--- config.mk ---
export PLATFORM = sky130hd
export DESIGN_NAME = seq_ctrl_unit
export DESIGN_NICKNAME = d
export VERILOG_FILES = /design/src/rtl/seq_ctrl_unit.sv
export SDC_FILE = /design/constraint.sdc
export NUM_CORES = 1
export LEC_CHECK = 0
export CAP_MARGIN = 25
export CORE_ASPECT_RATIO = 0.9
export CORE_UTILIZATION = 30
export CTS_CLUSTER_SIZE = 8
export DETAILED_ROUTE_END_ITERATION = 8
export HOLD_SLACK_MARGIN = 0.15
export PLACE_DENSITY = 0.45
export SETUP_SLACK_MARGIN = 0.5
export SYNTH_ARGS = -nofsm -noshare
export SYNTH_HDL_FRONTEND = slang
export SYNTH_SLANG_ARGS = --single-unit
export TNS_END_PERCENT = 30
--- constraint.sdc ---
create_clock -name clk -period 10 [get_ports clk]
set_input_delay 2 -clock clk [delete_from_list [all_inputs] [get_ports clk]]
set_output_delay 2 -clock clk [all_outputs]
set_load 0.005 [all_outputs]
--- src/rtl/seq_ctrl_unit.sv ---
// Special-register and sequencing unit: PC, bit masks, hardware loop registers with a
// nested-loop stack, and the external pin port. Exports the one-shot register-file write mask.
module seq_ctrl_unit #(
  parameter int unsigned WIDTH      = 16,
  parameter int unsigned LOOP_DEPTH = 4,
  localparam int unsigned BS_W      = $clog2(WIDTH) + 2,
  localparam int unsigned DW        = $clog2(LOOP_DEPTH + 1)
) (
  input  logic             clk,
  input  logic             rst,
  input  logic             instr_valid,
  input  logic             sp_we,
  input  logic [2:0]       sp_waddr,
  input  logic [WIDTH-1:0] sp_wdata,
  input  logic             sp_zero,
  input  logic             sp_imm,
  input  logic             sp_accum,
  input  logic [BS_W-1:0]  sp_bitsel,
  input  logic [2:0]       sp_raddr,
  output logic [WIDTH-1:0] sp_rdata,
  input  logic [WIDTH-1:0] pin_in,
  output logic [WIDTH-1:0] pc,
  output logic [WIDTH-1:0] pin_out,
  output logic [WIDTH-1:0] bms_out,
  output logic [DW-1:0]    loop_depth,
  output logic             loop_ovf
);

  typedef enum logic [2:0] {
    AddrPc    = 3'd0,
    AddrBm    = 3'd1,
    AddrBms   = 3'd2,
    AddrLp    = 3'd3,
    AddrLc    = 3'd4,
    AddrEp    = 3'd5,
    AddrDepth = 3'd6,
    AddrZero  = 3'd7
  } sp_addr_e;

  logic [WIDTH-1:0] pc_q, pc_d, bm_q, bm_d, bms_q, bms_d;
  logic [WIDTH-1:0] lp_q, lp_d, lc_q, lc_d, pin_q, pin_d;
  logic [DW-1:0]    depth_q, depth_d;
  logic             ovf_q, ovf_d;
  logic [WIDTH-1:0] stk_lp_q [LOOP_DEPTH];
  logic [WIDTH-1:0] stk_lc_q [LOOP_DEPTH];

  logic [WIDTH-1:0] d_eff, m_eff, cmask, bm_new, lc_src, lc_new, top_lp, top_lc;
  logic [BS_W-2:0]  n_raw;
  logic             push, stk_full;

  assign n_raw    = sp_bitsel[BS_W-2:0];
  assign stk_full = (depth_q == DW'(LOOP_DEPTH));

  function automatic logic [WIDTH-1:0] merge(input logic [WIDTH-1:0] old_v,
                                             input logic [WIDTH-1:0] new_v,
                                             input logic [WIDTH-1:0] mask);
    return (old_v & ~mask) | (new_v & mask);
  endfunction

  // Effective data/mask, computed bit mask and the candidate new loop count.
  always_comb begin
    d_eff = sp_zero ? '0 : sp_wdata;
    m_eff = (sp_zero || sp_waddr == AddrBm || sp_waddr == AddrBms) ? '1 : bms_q;
    // Bits below n are set; n beyond WIDTH saturates naturally since i never reaches it.
    cmask = '0;
    for (int i = 0; i < int'(WIDTH); i++) begin
      cmask[i] = (i < int'(n_raw));
    end
    if (sp_bitsel[BS_W-1]) cmask = ~cmask;
    bm_new = sp_imm ? cmask : d_eff;
    lc_src = sp_accum ? (lc_q + d_eff) : d_eff;
    lc_new = merge(lc_q, lc_src, m_eff);
  end

  // Top-of-stack pair, valid only when the stack is non-empty.
  always_comb begin
    top_lp = '0;
    top_lc = '0;
    for (int i = 0; i < int'(LOOP_DEPTH); i++) begin
      if (DW'(i + 1) == depth_q) begin
        top_lp = stk_lp_q[i];
        top_lc = stk_lc_q[i];
      end
    end
  end

  // Next-state decode for an accepted instruction.
  always_comb begin
    pc_d    = pc_q + WIDTH'(2);
    bm_d    = bm_q;
    bms_d   = bm_q;
    lp_d    = lp_q;
    lc_d    = lc_q;
    pin_d   = pin_q;
    depth_d = depth_q;
    ovf_d   = ovf_q;
    push    = 1'b0;
    if (sp_we) begin
      case (sp_waddr)
        AddrPc: pc_d = merge(pc_q, d_eff, m_eff);
        AddrBm: begin
          bm_d  = bm_new;
          bms_d = bm_new;
        end
        AddrBms: bms_d = bm_new;
        AddrLp: begin
          lp_d = merge(lp_q, d_eff, m_eff);
          if (sp_accum) begin
            if (stk_full) begin
              ovf_d = 1'b1;
            end else begin
              push    = 1'b1;
              depth_d = depth_q + DW'(1);
            end
          end
        end
        AddrLc: begin
          lc_d = lc_new;
          if (lc_new != '0) begin
            pc_d = lp_q;
          end else if (depth_q != '0) begin
            // Inner loop finished: restore the enclosing loop and fall through.
            lp_d    = top_lp;
            lc_d    = top_lc;
            depth_d = depth_q - DW'(1);
          end
        end
        AddrEp: pin_d = merge(pin_q, d_eff, m_eff);
        default: ;
      endcase
    end
  end

  // State registers; a stalled cycle holds everything.
  always_ff @(posedge clk or posedge rst) begin
    if (rst) begin
      pc_q    <= '0;
      bm_q    <= '0;
      bms_q   <= '0;
      lp_q    <= '0;
      lc_q    <= '0;
      pin_q   <= '0;
      depth_q <= '0;
      ovf_q   <= 1'b0;
      for (int i = 0; i < int'(LOOP_DEPTH); i++) begin
        stk_lp_q[i] <= '0;
        stk_lc_q[i] <= '0;
      end
    end else if (instr_valid) begin
      pc_q    <= pc_d;
      bm_q    <= bm_d;
      bms_q   <= bms_d;
      lp_q    <= lp_d;
      lc_q    <= lc_d;
      pin_q   <= pin_d;
      depth_q <= depth_d;
      ovf_q   <= ovf_d;
      for (int i = 0; i < int'(LOOP_DEPTH); i++) begin
        if (push && DW'(i) == depth_q) begin
          stk_lp_q[i] <= lp_q;
          stk_lc_q[i] <= lc_q;
        end
      end
    end
  end

  // Combinational read network.
  always_comb begin
    sp_rdata = '0;
    case (sp_raddr)
      AddrPc:    sp_rdata = pc_q + WIDTH'(2);
      AddrBm:    sp_rdata = bm_q;
      AddrBms:   sp_rdata = bms_q;
      AddrLp:    sp_rdata = lp_q;
      AddrLc:    sp_rdata = lc_q;
      AddrEp:    sp_rdata = pin_in;
      AddrDepth: sp_rdata = WIDTH'(depth_q);
      AddrZero:  sp_rdata = '0;
      default:   sp_rdata = '0;
    endcase
  end

  assign pc         = pc_q;
  assign pin_out    = pin_q;
  assign bms_out    = bms_q;
  assign loop_depth = depth_q;
  assign loop_ovf   = ovf_q;

endmodule

# Word-level counts from Yosys, hierarchy flattened

Index checks and enable logic that the tools add are counted.
Widths: inputs -> output; s select.

Output and inout port bits: 68
Input port bits: 51
Bits in registers: 228
Logic and storage cells: 125

Reduce and logical (&&, ||, !) cells: 23
Magnitude comparators: 16
Mux-type cells: 33
Bitwise operators: 12
Add/subtract/negate cells: 4
Equality and inequality tests: 21

Operators with widths:

| kind                  | number |
|---|---|
| $mux 16               | 21 |
| $pmux 16 s8           | 1 |
| $and 16x16->16        | 6 |
| $or 16x16->16         | 4 |
| $pmux 16 s2           | 2 |
| $lt 4x5->1 const A    | 8 |
| $not 16->16           | 2 |
| $eq 3x3->1 const B    | 7 |
| $lt 3x5->1 const A    | 4 |
| $add 16x16->16        | 1 |
| $add 16x2->16 const B | 1 |
| $reduce_bool 16->1    | 1 |
| $eq 3x2->1 const B    | 4 |
| $mux 3                | 4 |
| $lt 1x5->1 const A    | 2 |
| $lt 2x5->1 const A    | 2 |
| $reduce_and 5->1      | 2 |
| $logic_not 3->1       | 3 |
| $reduce_and 3->1      | 3 |
| $ne 2x2->1 const B    | 4 |
| $reduce_and 2->1      | 4 |
| $reduce_and 7->1      | 1 |
| $eq 2x3->1 const A    | 2 |
| $eq 3x1->1 const B    | 2 |
| other kinds (11)      | 18 |

# Longest topological paths before layout

Gate-level depths: netlist of the first run.

Depth in word-level cells: 11
Mapped depth: 20

# Worst setup path after synthesis of the first run

OpenSTA, ideal clock, no wires.

Path type: input -> register
Start: in sp_zero
End: reg pc_q[4], in the netlist pc[4]
Arrival: 5,917 ps
Library setup time: 94 ps
Stages on the path: 19
Setup slack: 3,989 ps
Buffers on the path: 4
Cells stage by stage: buf_6 > inv_1 > buf_2 > nand2_1 > inv_1 > ha_1 > inv_1 > o311ai_2 > mux2i_1 > a22oi_1 > o22a_1 > or3_1 > or4_1 > or3_1 > buf_6 > nor3_4 > buf_6 > o211ai_2 > a221oi_2

Cells in the longest elaborated chain, start to end: 10

RTL lines:

| element                                                | line | source |
|---|---|---|
| start: declaration                                     | 15   | `input logic sp_zero,` |
| branches (longest 8 deep; another with $add 16x16->16) | -    |  |
| $pmux 16 s2 *                                          | 99   | `case (sp_waddr)` |
| $mux 16 *                                              | 98   | `if (sp_we) begin` |
| end signal: assignment                                 | 150  | `pc_q <= pc_d;` |
| end: declaration                                       | 40   | `logic [WIDTH-1:0] pc_q, pc_d, bm_q, bm_d, bms_q, bms_d;` |

Mark *: on every way between the ends.
A chain may end at the register's enable or synchronous reset.

==> results of run 1 <==
[final cells by class]
class                   count  share of cell area
repair buffers            153              0.0896
well taps                 616              0.0455
multi-input cells        1231               0.465
flip-flops and latches    228               0.337
inverters                  37             0.00864
clock buffers              38              0.0529
clock inverters             2             0.00170
[path summary, 6_finish.rpt]
| kind | slack (ns) | startpoint | cells after the start | end |
|---|---|---|---|---|
| max | 2.65 | sp_zero | 17 | register |
| min | 0.48 | loop_ovf$_DFFE_PP0P_ | 1 | loop_ovf$_DFFE_PP0P_ |
| max reg2reg | 4.74 | lc_q[8]$_DFFE_PP0P_ | 11 | register |
| min reg2reg | 0.48 | loop_ovf$_DFFE_PP0P_ | 1 | loop_ovf$_DFFE_PP0P_ |
| max in group asynchronous | 6.64 | rst | 4 | async pin |
| min in group asynchronous | 1.75 | rst | 2 | stk_lc_q[50]$_DFFE_PP0P_ |
[cells in the mapped netlist (16+ instances only)]
cell type,n,share of area
o31ai_1,19,0.010
o21ai_0,151,0.053
mux2_2,119,0.094
a22oi_1,47,0.025
inv_1,37,0.0097
o211ai_1,27,0.014
o2bb2ai_1,16,0.0098
nor3_1,24,0.0084
xnor2_1,28,0.017
a31oi_1,20,0.0088
nor2_1,181,0.048
a21oi_1,141,0.049
nand3_1,22,0.0077
clkbuf_1,109,0.029
dfrtp_1,228,0.40
nand2_1,167,0.044
mux2i_1,34,0.024
[worst reg2reg max path, cell delays in order (launching register included)]
cell and delay [ns]:
dfrtp_1 0.75, inv_1 0.40, o21ai_0 0.37, o221ai_1 0.20, a31oi_1 0.34, nand2b_1 0.27, mux2_2 0.37, a2111oi_2 0.43
and3_1 0.72, and4_1 0.74, nor2_2 0.31, a2bb2oi_1 0.22
[power breakdown]
part	total (mW)	internal (mW)	leakage (nW)	switching (mW)
sequential	1.32	1.06	3.04	0.260
combinational	1.00	0.402	3.61	0.599
clock	1.06	0.630	0.455	0.434
[cell families (layout without fill, tap and decap cells)]
| group | count (synthesis) | in the layout | share of synthesized area |
|---|---|---|---|
| fa+ha+maj | 15 | 15 | 0.0129 |
| xor+xnor | 41 | 41 | 0.0252 |
| buf+inv | 174 | 230 | 0.0492 |
| mux | 153 | 153 | 0.118 |
| compound gates | 545 | 545 | 0.246 |
| flops | 228 | 228 | 0.400 |
| simple gates | 477 | 477 | 0.149 |
[routing by layer]
layer  share of wire  track usage
met1            0.46        0.321
met2            0.44        0.347
met3           0.070       0.0489
met4           0.032       0.0769
met5         0.00014            0
[stage by stage]
| stage | setup slack (ns) | std cells | utilization |
|---|---|---|---|
| after CTS | 2.78 | 2303 | 0.361 |
| final | 2.65 | 2305 | 0.363 |
| after global placement | 2.27 | 2259 | 0.340 |
| after detailed placement | 2.23 | 2263 | 0.342 |
| after floorplan | 1.75 | 1633 | - |
| after global routing | 2.30 | 2305 | 0.363 |
==> summary.md, run 1 <==
| Metric | Value |
|---|---|
| Synth Register Bits | `228` |
| Max stage delay on crit path | `0.74 ns` |
| ANT nets after route | `0` |
| Final Power | `3.39 mW` |
| Most common cell after layout, fill and taps aside | `dfrtp_1` |
| Hold-fix buffer count after cts | `0` |
| Final instance area | `0.0169 sq mm` |
| Worst-skew pair later-pin latency | `0.53 ns` |
| Final Slew Violations | `0` |
| TritonCTS buffer count | `34` |
| Crit path DAT | `7.74 ns` |
| Hold crit path type | `register to register` |
| Nets@finish | `1,749` |
| H-tree lvl count | `2` |
| Multi-input gate area | `0.00788 sq mm` |
| Max-Slew Margin vs Limit | `0.273` |
| Final hold violation count | `0` |
| CP most frequent cell | `inv_1` |
| Ys Warns | `0` |
| Skew final | `0.0212 ns` |
| Sequential fraction of the synthesis area | `0.400` |
| # setup viols final | `0` |
| Netlist cell types | `86` |
| Post-route setup TNS | `0 ns` |
| Clk sink count | `228` |
| CP max stage cell | `and4_1` |
| Leak | `7.11 nW` |
| Synth-to-Final Area Change | `18.7%` |
| Layout cell share with drive strength beyond 1 | `0.132` |
| Worst setup SP type | `input pin` |
| Syn Nets | `1,697` |
| Crit Path Category | `input pin to register` |
| Main synth FF type | `dfrtp_1` |
| Resized cells post-CTS | `0` |
| Peak supply drop | `0.0000986 V` |
| Vias post-DR | `13,200` |
| Min Hold Slack | `0.476 ns` |
| Drt via density | `5.71` |
| DP Area | `0.0160 sq mm` |
| Die area | `0.0484 sq mm` |
| Max Root-Sink Buffers | `3` |
| Top delay family on crit path | `simple AND/OR/NAND/NOR gates` |
| IO Port Bufs | `118` |
| Total of max-cap violations | `0` |
| Initial antenna violation count | `2` |
| Number of remaining DRC errors | `0` |
| Hpwl dp | `39,600 um` |
| Wire per inst | `24.2 um` |
| First-pass GRT wire length | `83,200 um` |
| Filler cells | `4,809` |
| Largest net degree at the start of global routing | `132` |
| CP Capture Type | `register` |
| CTS tree | `yes` |
| Worst Path Buf+Inv | `5` |
| Number of core rows | `75` |
| I/O Pins | `119` |
| Crit path cell chain | `clkdlybuf4s50_1 -> buf_4 -> inv_1 -> nand2_1 -> inv_1 -> ha_1 -> inv_1 -> o311ai_2 -> o221a_2 -> o31ai_1 -> nand2b_1 -> mux2_2 -> a2111oi_2 -> and3_1 -> and4_1 -> nor2_2 -> a2bb2oi_1` |
| # diodes | `0` |
| Drt total wl | `55,800 um` |
| Post-synthesis async set-or-reset flop share | `1.00` |
| Detailed router's first-iteration violation count | `1,115` |
| Pwr/cell area | `200 mW/mm^2` |
| DIE HEIGHT | `209 um` |
| Crit share post-route | `0.735` |
| Max FO, Critical Path | `37` |
| RSZ-0062 raised after global routing | `no` |
| Clock-pin slew on the worst setup and hold paths | `0.05 ns` |
| Actual slew at the worst max-slew pin | `1.09 ns` |
| Syn Area/Cell | `8.74 sq um` |
| Root Driver | `clkbuf_16` |
| Vias in the first global route | `12,900` |
| EDFF count, synth | `0` |
| Post-Syn Area | `0.0143 sq mm` |
| Register area | `0.00571 sq mm` |
| Cell count after synthesis | `1,633` |
| Fmax | `0.136 GHz` |
| Gpl congestion | `0.926` |
| Post-CTS Setup Inserts | `0` |
| Most frequent cells in the layout | `dfrtp_1 (228), nor2_1 (181), nand2_1 (167), o21ai_0 (151), a21oi_1 (141)` |
| CORE AREA | `0.0467 sq mm` |
| Final min period | `7.35 ns` |
| Initial core utilization | `0.305` |
| 1st-pass router iterations | `5` |
| Total grt overflow | `0` |
| Die X | `232 um` |
| Status | `finished, final reports clean` |
| Req. time, crit path | `10.39 ns` |
| Total GRT Usage | `0.229` |
Note: power is estimated with default switching activity, not from simulation.
==> run 2: changes to the inputs <==
Settings changed: PLACE_DENSITY 0.45 to 0.46.
Clock period 10 ns to 6.4 ns, I/O delays scaled along.
==> run 2 against run 1 <==
Compared with the run above: die area stayed put; critical path depth stayed put; combinational power is 59% higher; worst hold slack worse by 0.0055 ns; count of clock-buffer cells in the layout stayed put; non-clock buffer count is 29 higher; utilization is 0.41 points higher; sequential power is 58% higher; cell count is 1.3% higher; setup slack worse by 1.8 ns; largest power group unchanged.
==> summary.md, run 2 (same netlist as run 1, synthesis figures left out) <==
| Metric | Value |
|---|---|
| IO Port Bufs | `118 (unchanged)` |
| Most common cell after layout, fill and taps aside | `dfrtp_1` |
| Hold crit path type | `register to register` |
| CTS tree | `yes` |
| Crit Path Category | `input pin to register` |
| Die area | `0.0484 sq mm (unchanged)` |
| Cell Count, Final, Fillers Out | `2,335 (+1.3%)` |
| Post-CTS Setup Inserts | `0 (unchanged)` |
| TritonCTS buffer count | `34 (unchanged)` |
| Final min period | `5.60 ns` |
| Synth-to-Final Area Change | `20.1%` |
| # setup viols final | `0 (unchanged)` |
| Layout cell share with drive strength beyond 1 | `0.147 (+0.0147)` |
| Flop pwr share | `0.389 (-0.002)` |
| Vias post-DR | `13,200 (+0.46%)` |
| Initial antenna violation count | `3 (+1)` |
| Hold-fix buffer count after cts | `0 (unchanged)` |
| Most frequent cells in the layout | `dfrtp_1 (228), nor2_1 (181), nand2_1 (167), o21ai_0 (151), a21oi_1 (141)` |
| Leak | `7.23 nW (+1.7%)` |
| Clock-pin slew on the worst setup and hold paths | `0.05 ns (about the same)` |
| Status | `finished, final reports clean` |
| DIE HEIGHT | `209 um (unchanged)` |
| Max-Slew Margin vs Limit | `0.339 (+0.0657)` |
| Gpl congestion | `0.947 (+2.2%)` |
| Util after Layout | `0.367 (+0.00415)` |
| Nets@finish | `1,778 (+1.7%)` |
| Number of remaining DRC errors | `0 (unchanged)` |
| 1st-pass router iterations | `5 (unchanged)` |
| Post-route setup TNS | `0 ns (unchanged)` |
| Switching Fraction | `0.382 (about the same)` |
| H-tree lvl count | `2 (unchanged)` |
| Wire per inst | `24.1 um (-0.46%)` |
| Final Slew Violations | `0 (unchanged)` |
| Final hold violation count | `0 (unchanged)` |
| Total GRT Usage | `0.231 (+0.00171)` |
| Clk pwr share | `0.312 (-0.002)` |
| Req. time, crit path | `6.83 ns (-3.56 ns)` |
| Dpl cells | `2,291 (+1.2%)` |
| Die X | `232 um (unchanged)` |
| Total of max-cap violations | `0 (unchanged)` |
| Worst-skew pair later-pin latency | `0.54 ns (about the same)` |
| Drt via density | `5.66 (-0.83%)` |
| Drt total wl | `56,300 um (+0.84%)` |
| Number of core rows | `75 (unchanged)` |
| Sw power | `2.04 mW (+57%)` |
| Crit path DAT | `6.02 ns (-1.72 ns)` |
| Min Hold Slack | `0.471 ns (-0.00553 ns)` |
| Worst setup SP type | `input pin` |
| RSZ-0062 raised after global routing | `no` |
| Fmax | `0.179 GHz` |
| Crit share post-route | `0.874` |
| Detailed router's first-iteration violation count | `1,302 (+17%)` |
| Final Power | `5.34 mW (+57%)` |
| CP Capture Type | `register` |
| Skew final | `0.0243 ns (+0.00307 ns)` |
| Resized cells post-CTS | `0 (unchanged)` |
| Max Root-Sink Buffers | `3 (unchanged)` |
| Root Driver | `clkbuf_16` |
| Initial core utilization | `0.305 (unchanged)` |
| Actual slew at the worst max-slew pin | `0.991 ns (-0.0946 ns)` |
| CORE AREA | `0.0467 sq mm (unchanged)` |
| Clk sink count | `228 (unchanged)` |
| Total grt overflow | `0 (unchanged)` |
| I/O Pins | `119 (unchanged)` |
| Pwr/cell area | `311 mW/mm^2 (+56%)` |
| Internal cell power | `3.30 mW (+57%)` |
| Hpwl dp | `40,900 um (+3.2%)` |
| ANT nets after route | `0 (unchanged)` |
| Peak supply drop | `0.000145 V (+47%)` |
| Max FO, Critical Path | `15 (-59%)` |
| First-pass GRT wire length | `83,900 um (+0.84%)` |
| Largest net degree at the start of global routing | `120 (-9.1%)` |
| Vias in the first global route | `12,900 (-0.25%)` |
| Gate power share | `0.299 (+0.004)` |
## run 2: critical path, stage by stage
cell and delay [ns]:
clkdlybuf4s50_1 0.54, inv_1 0.10, nand2_1 0.09, inv_1 0.05
ha_1 0.36, inv_1 0.07, o311ai_2 0.46, mux2i_1 0.24
a22oi_1 0.08, o22a_1 0.23, or3_1 0.38, or4_1 0.57
or3_1 0.45, nor3_4 0.55, buf_4 0.32, a211oi_1 0.09
a21oi_1 0.15
## run 2: layout make-up
type	count	area (sq um)
fillers	4810	29600
multi-input cells	1231	7880
flip-flops and latches	228	5710
repair buffers	182	1710
clock buffers	38	897
well taps	616	771
inverters	37	143
clock inverters	2	28.8
diodes	1	2.50
## run 2: through the flow
| step | setup slack, ns | area (sq um) |
|---|---|---|
| floorplan | 1.11 | 14300 |
| global placement | 0.404 | 16100 |
| detailed placement | 0.340 | 16100 |
| CTS | 0.862 | 17100 |
| global route | 0.512 | 17100 |
| finish | 0.804 | 17100 |
## run 2: power by group through the flow
stage | Combinational [mW] | Clock (mW) | Sequential [mW]
2_1_floorplan | 1.03 | 0 | 1.84
3_3_place_gp | 1.58 | 0 | 2.08
3_5_place_dp | 1.58 | 0 | 2.09
4_1_cts | 1.59 | 1.70 | 2.07
5_1_grt | 1.75 | 1.76 | 2.10
6_report | 1.59 | 1.66 | 2.08
## run 2: path summary, 6_finish.rpt
check,startpoint,to,slack (ns),cells after the start
worst min-delay path,stk_lp_q[12]$_DFFE_PP0P_,stk_lp_q[12]$_DFFE_PP0P_,0.47,2
worst max-delay path,sp_zero,lc_q[9]$_DFFE_PP0P_,0.80,17
max in group asynchronous,rst,lc_q[1]$_DFFE_PP0P_,4.27,4
min in group asynchronous,rst,stk_lp_q[59]$_DFFE_PP0P_,0.99,2
worst max register to register,lc_q[3]$_DFFE_PP0P_,lc_q[9]$_DFFE_PP0P_,1.70,12
worst min register to register,stk_lp_q[12]$_DFFE_PP0P_,stk_lp_q[12]$_DFFE_PP0P_,0.47,2
## run 2: layer usage
metal / GRT usage / vias up / part of all wire / wire length (um)
li1: - / 6101 / - / -
met1: 0.339 / 6549 / 0.46 / 26000
met2: 0.346 / 488 / 0.44 / 24900
met3: 0.0393 / 81 / 0.076 / 4250
met4: 0.0594 / 2 / 0.020 / 1150
met5: 0 / - / 0.00021 / 12
==> run 3: changes to the inputs <==
Settings changed: MAX_ROUTING_LAYER from default to met4, SLEW_MARGIN from default to 10.
==> run 3 against run 2 <==
Compared with the run above: count of clock-buffer cells in the layout did not move; non-clock buffer count down 1; setup slack got worse by 0.014 ns; wire length shrank 0.18%; final area fell by 0.18%; critical endpoint is now lc_q[5]$_DFFE_PP0P_; largest cell class unchanged; highest routed layer is now met4.
==> summary.md, run 3 (same netlist as run 1, synthesis figures left out) <==
| Metric | Value |
|---|---|
| Synth-to-Final Area Change | `19.9%` |
| Layout cell share with drive strength beyond 1 | `0.146 (-0.000497)` |
| IO Port Bufs | `118 (unchanged)` |
| Initial antenna violation count | `1 (-2)` |
| First-pass GRT wire length | `83,900 um (about the same)` |
| Worst Path Buf+Inv | `5 (unchanged)` |
| Hold crit path type | `register to register` |
| Initial core utilization | `0.305 (unchanged)` |
| Number of core rows | `75 (unchanged)` |
| CORE AREA | `0.0467 sq mm (unchanged)` |
| Crit share post-route | `0.877 (+0.00222)` |
| Post-CTS Setup Inserts | `0 (unchanged)` |
| Clock-pin slew on the worst setup and hold paths | `0.05 ns (about the same)` |
| Wire per inst | `24.1 um (about the same)` |
| Total grt overflow | `0 (unchanged)` |
| # diodes | `0 (-1)` |
| Gpl congestion | `0.933 (-1.4%)` |
| TritonCTS buffer count | `34 (unchanged)` |
| Hold-fix buffer count after cts | `0 (unchanged)` |
| H-tree lvl count | `2 (unchanged)` |
| Top delay family on crit path | `simple AND/OR/NAND/NOR gates` |
| Crit Path Category | `input pin to register` |
| Vias in the first global route | `12,900 (+0.61%)` |
| 1st-pass router iterations | `5 (unchanged)` |
| Pwr/cell area | `311 mW/mm^2 (about the same)` |
| Most frequent cells in the layout | `dfrtp_1 (228), nor2_1 (181), nand2_1 (167), o21ai_0 (151), a21oi_1 (141)` |
| Resized cells post-CTS | `0 (unchanged)` |
| Final Power | `5.33 mW (-0.20%)` |
| Skew final | `0.0136 ns (-0.0107 ns)` |
| DIE HEIGHT | `209 um (unchanged)` |
| Max FO, Critical Path | `15 (unchanged)` |
| ANT nets after route | `0 (unchanged)` |
| Final hold violation count | `0 (unchanged)` |
| Max-Slew Margin vs Limit | `0.372 (+0.0326)` |
| Crit path DAT | `6.03 ns (about the same)` |
| Drt via density | `5.66 (about the same)` |
| Max Root-Sink Buffers | `3 (unchanged)` |
| Largest net degree at the start of global routing | `116 (-3.3%)` |
| Worst setup SP type | `input pin` |
| Clk sink count | `228 (unchanged)` |
| Final min period | `5.61 ns (+0.0142 ns)` |
| Total of max-cap violations | `0 (unchanged)` |
| Leak | `7.22 nW (-0.22%)` |
| CP max stage cell | `or4_1` |
| Status | `finished, final reports clean` |
| Number of remaining DRC errors | `0 (unchanged)` |
| Nets@finish | `1,777 (-0.056%)` |
| Worst-skew pair later-pin latency | `0.53 ns (about the same)` |
| Req. time, crit path | `6.82 ns (about the same)` |
| Peak supply drop | `0.000184 V (+27%)` |
| # setup viols final | `0 (unchanged)` |
| Final Slew Violations | `0 (unchanged)` |
| CP most frequent cell | `inv_1` |
| Actual slew at the worst max-slew pin | `0.942 ns (-0.0489 ns)` |
| Detailed router's first-iteration violation count | `1,100 (-16%)` |
| Filler cells | `4,785 (-0.52%)` |
| Fmax | `0.178 GHz (-0.25%)` |
| Most common cell after layout, fill and taps aside | `dfrtp_1` |
| Reg2reg setup slack | `1.64 ns (-0.06 ns)` |
| RSZ-0062 raised after global routing | `no` |
| I/O Pins | `119 (unchanged)` |
| Total GRT Usage | `0.237 (+0.00598)` |
| Hpwl dp | `40,800 um (-0.14%)` |
| Post-route setup TNS | `0 ns (unchanged)` |
| Drt total wl | `56,200 um (-0.18%)` |
| Max stage delay on crit path | `0.57 ns (about the same)` |
| Util after Layout | `0.366 (-0.000669)` |
| Vias post-DR | `13,200 (-0.098%)` |
| CP Capture Type | `register` |
| Die area | `0.0484 sq mm (unchanged)` |
| Crit path cell chain | `clkdlybuf4s50_1 -> inv_1 -> nand2_1 -> inv_1 -> ha_1 -> inv_1 -> o311ai_2 -> mux2i_1 -> a22oi_1 -> o22a_1 -> or3_1 -> or4_1 -> or3_1 -> nor3_4 -> buf_4 -> a21oi_1 -> o21ai_0` |
| CTS tree | `yes` |
| Root Driver | `clkbuf_16` |
| Die X | `232 um (unchanged)` |
[run 3: changes by cell type in the layout (fill, tap and decap cells not counted)]
| cell | previous run | this run |
|---|---|---|
| inv_16 | 1 | 0 |
| buf_12 | 2 | 1 |
| clkinv_8 | 0 | 2 |
| inv_6 | 1 | 0 |
| buf_8 | 1 | 2 |
| diode_2 | 1 | 0 |
| buf_16 | 1 | 0 |
[run 3: power breakdown]
part / switching, mW / leakage [nW] / total [mW] / internal [mW]
sequential: 0.414 / 3.04 / 2.08 / 1.66
clock: 0.669 / 0.455 / 1.65 / 0.982
combinational: 0.946 / 3.72 / 1.60 / 0.653
[run 3: worst register-to-register path: cells and delay by family (launching register included)]
kind	cells	cell delay (ns)
fa+ha+maj	1	0.41
flops	1	0.78
compound gates	4	0.77
buf+inv	2	0.64
simple gates	5	2.06
[run 3: path summary, 6_finish.rpt]
path,from,to,cells after the start
min in group asynchronous,rst,stk_lp_q[59]$_DFFE_PP0P_,2
min,stk_lp_q[12]$_DFFE_PP0P_,stk_lp_q[12]$_DFFE_PP0P_,2
max in group asynchronous,rst,async pin,3
max reg2reg,lc_q[3]$_DFFE_PP0P_,lc_q[5]$_DFFE_PP0P_,12
max,sp_zero,lc_q[5]$_DFFE_PP0P_,17
min reg2reg,stk_lp_q[12]$_DFFE_PP0P_,stk_lp_q[12]$_DFFE_PP0P_,2
[run 3: routing by layer]
metal,vias up,part of all wire,track usage
met3,83,0.071,0.0529
met5,-,0,-
li1,6091,-,-
met1,6576,0.46,0.328
met2,458,0.44,0.344
met4,0,0.023,0.0647
[run 3: cell type report]
class	count	area (sq um)	share of cell area
clock buffers	38	897	0.0524
repair buffers	181	1680	0.0983
multi-input cells	1231	7880	0.460
clock inverters	2	32.5	0.00190
flip-flops and latches	228	5710	0.334
well taps	616	771	0.0451
inverters	37	143	0.00834
[run 3: stage by stage]
step	cells	hold slack, ns	worst slack (ns)	cell area (sq um)
floorplan	1633	0.445	1.11	14300
global placement	2291	0.457	0.407	16100
detailed placement	2291	0.465	0.367	16100
CTS	2331	0.476	0.876	17100
global route	2333	0.499	0.643	17100
finish	2333	0.472	0.790	17100
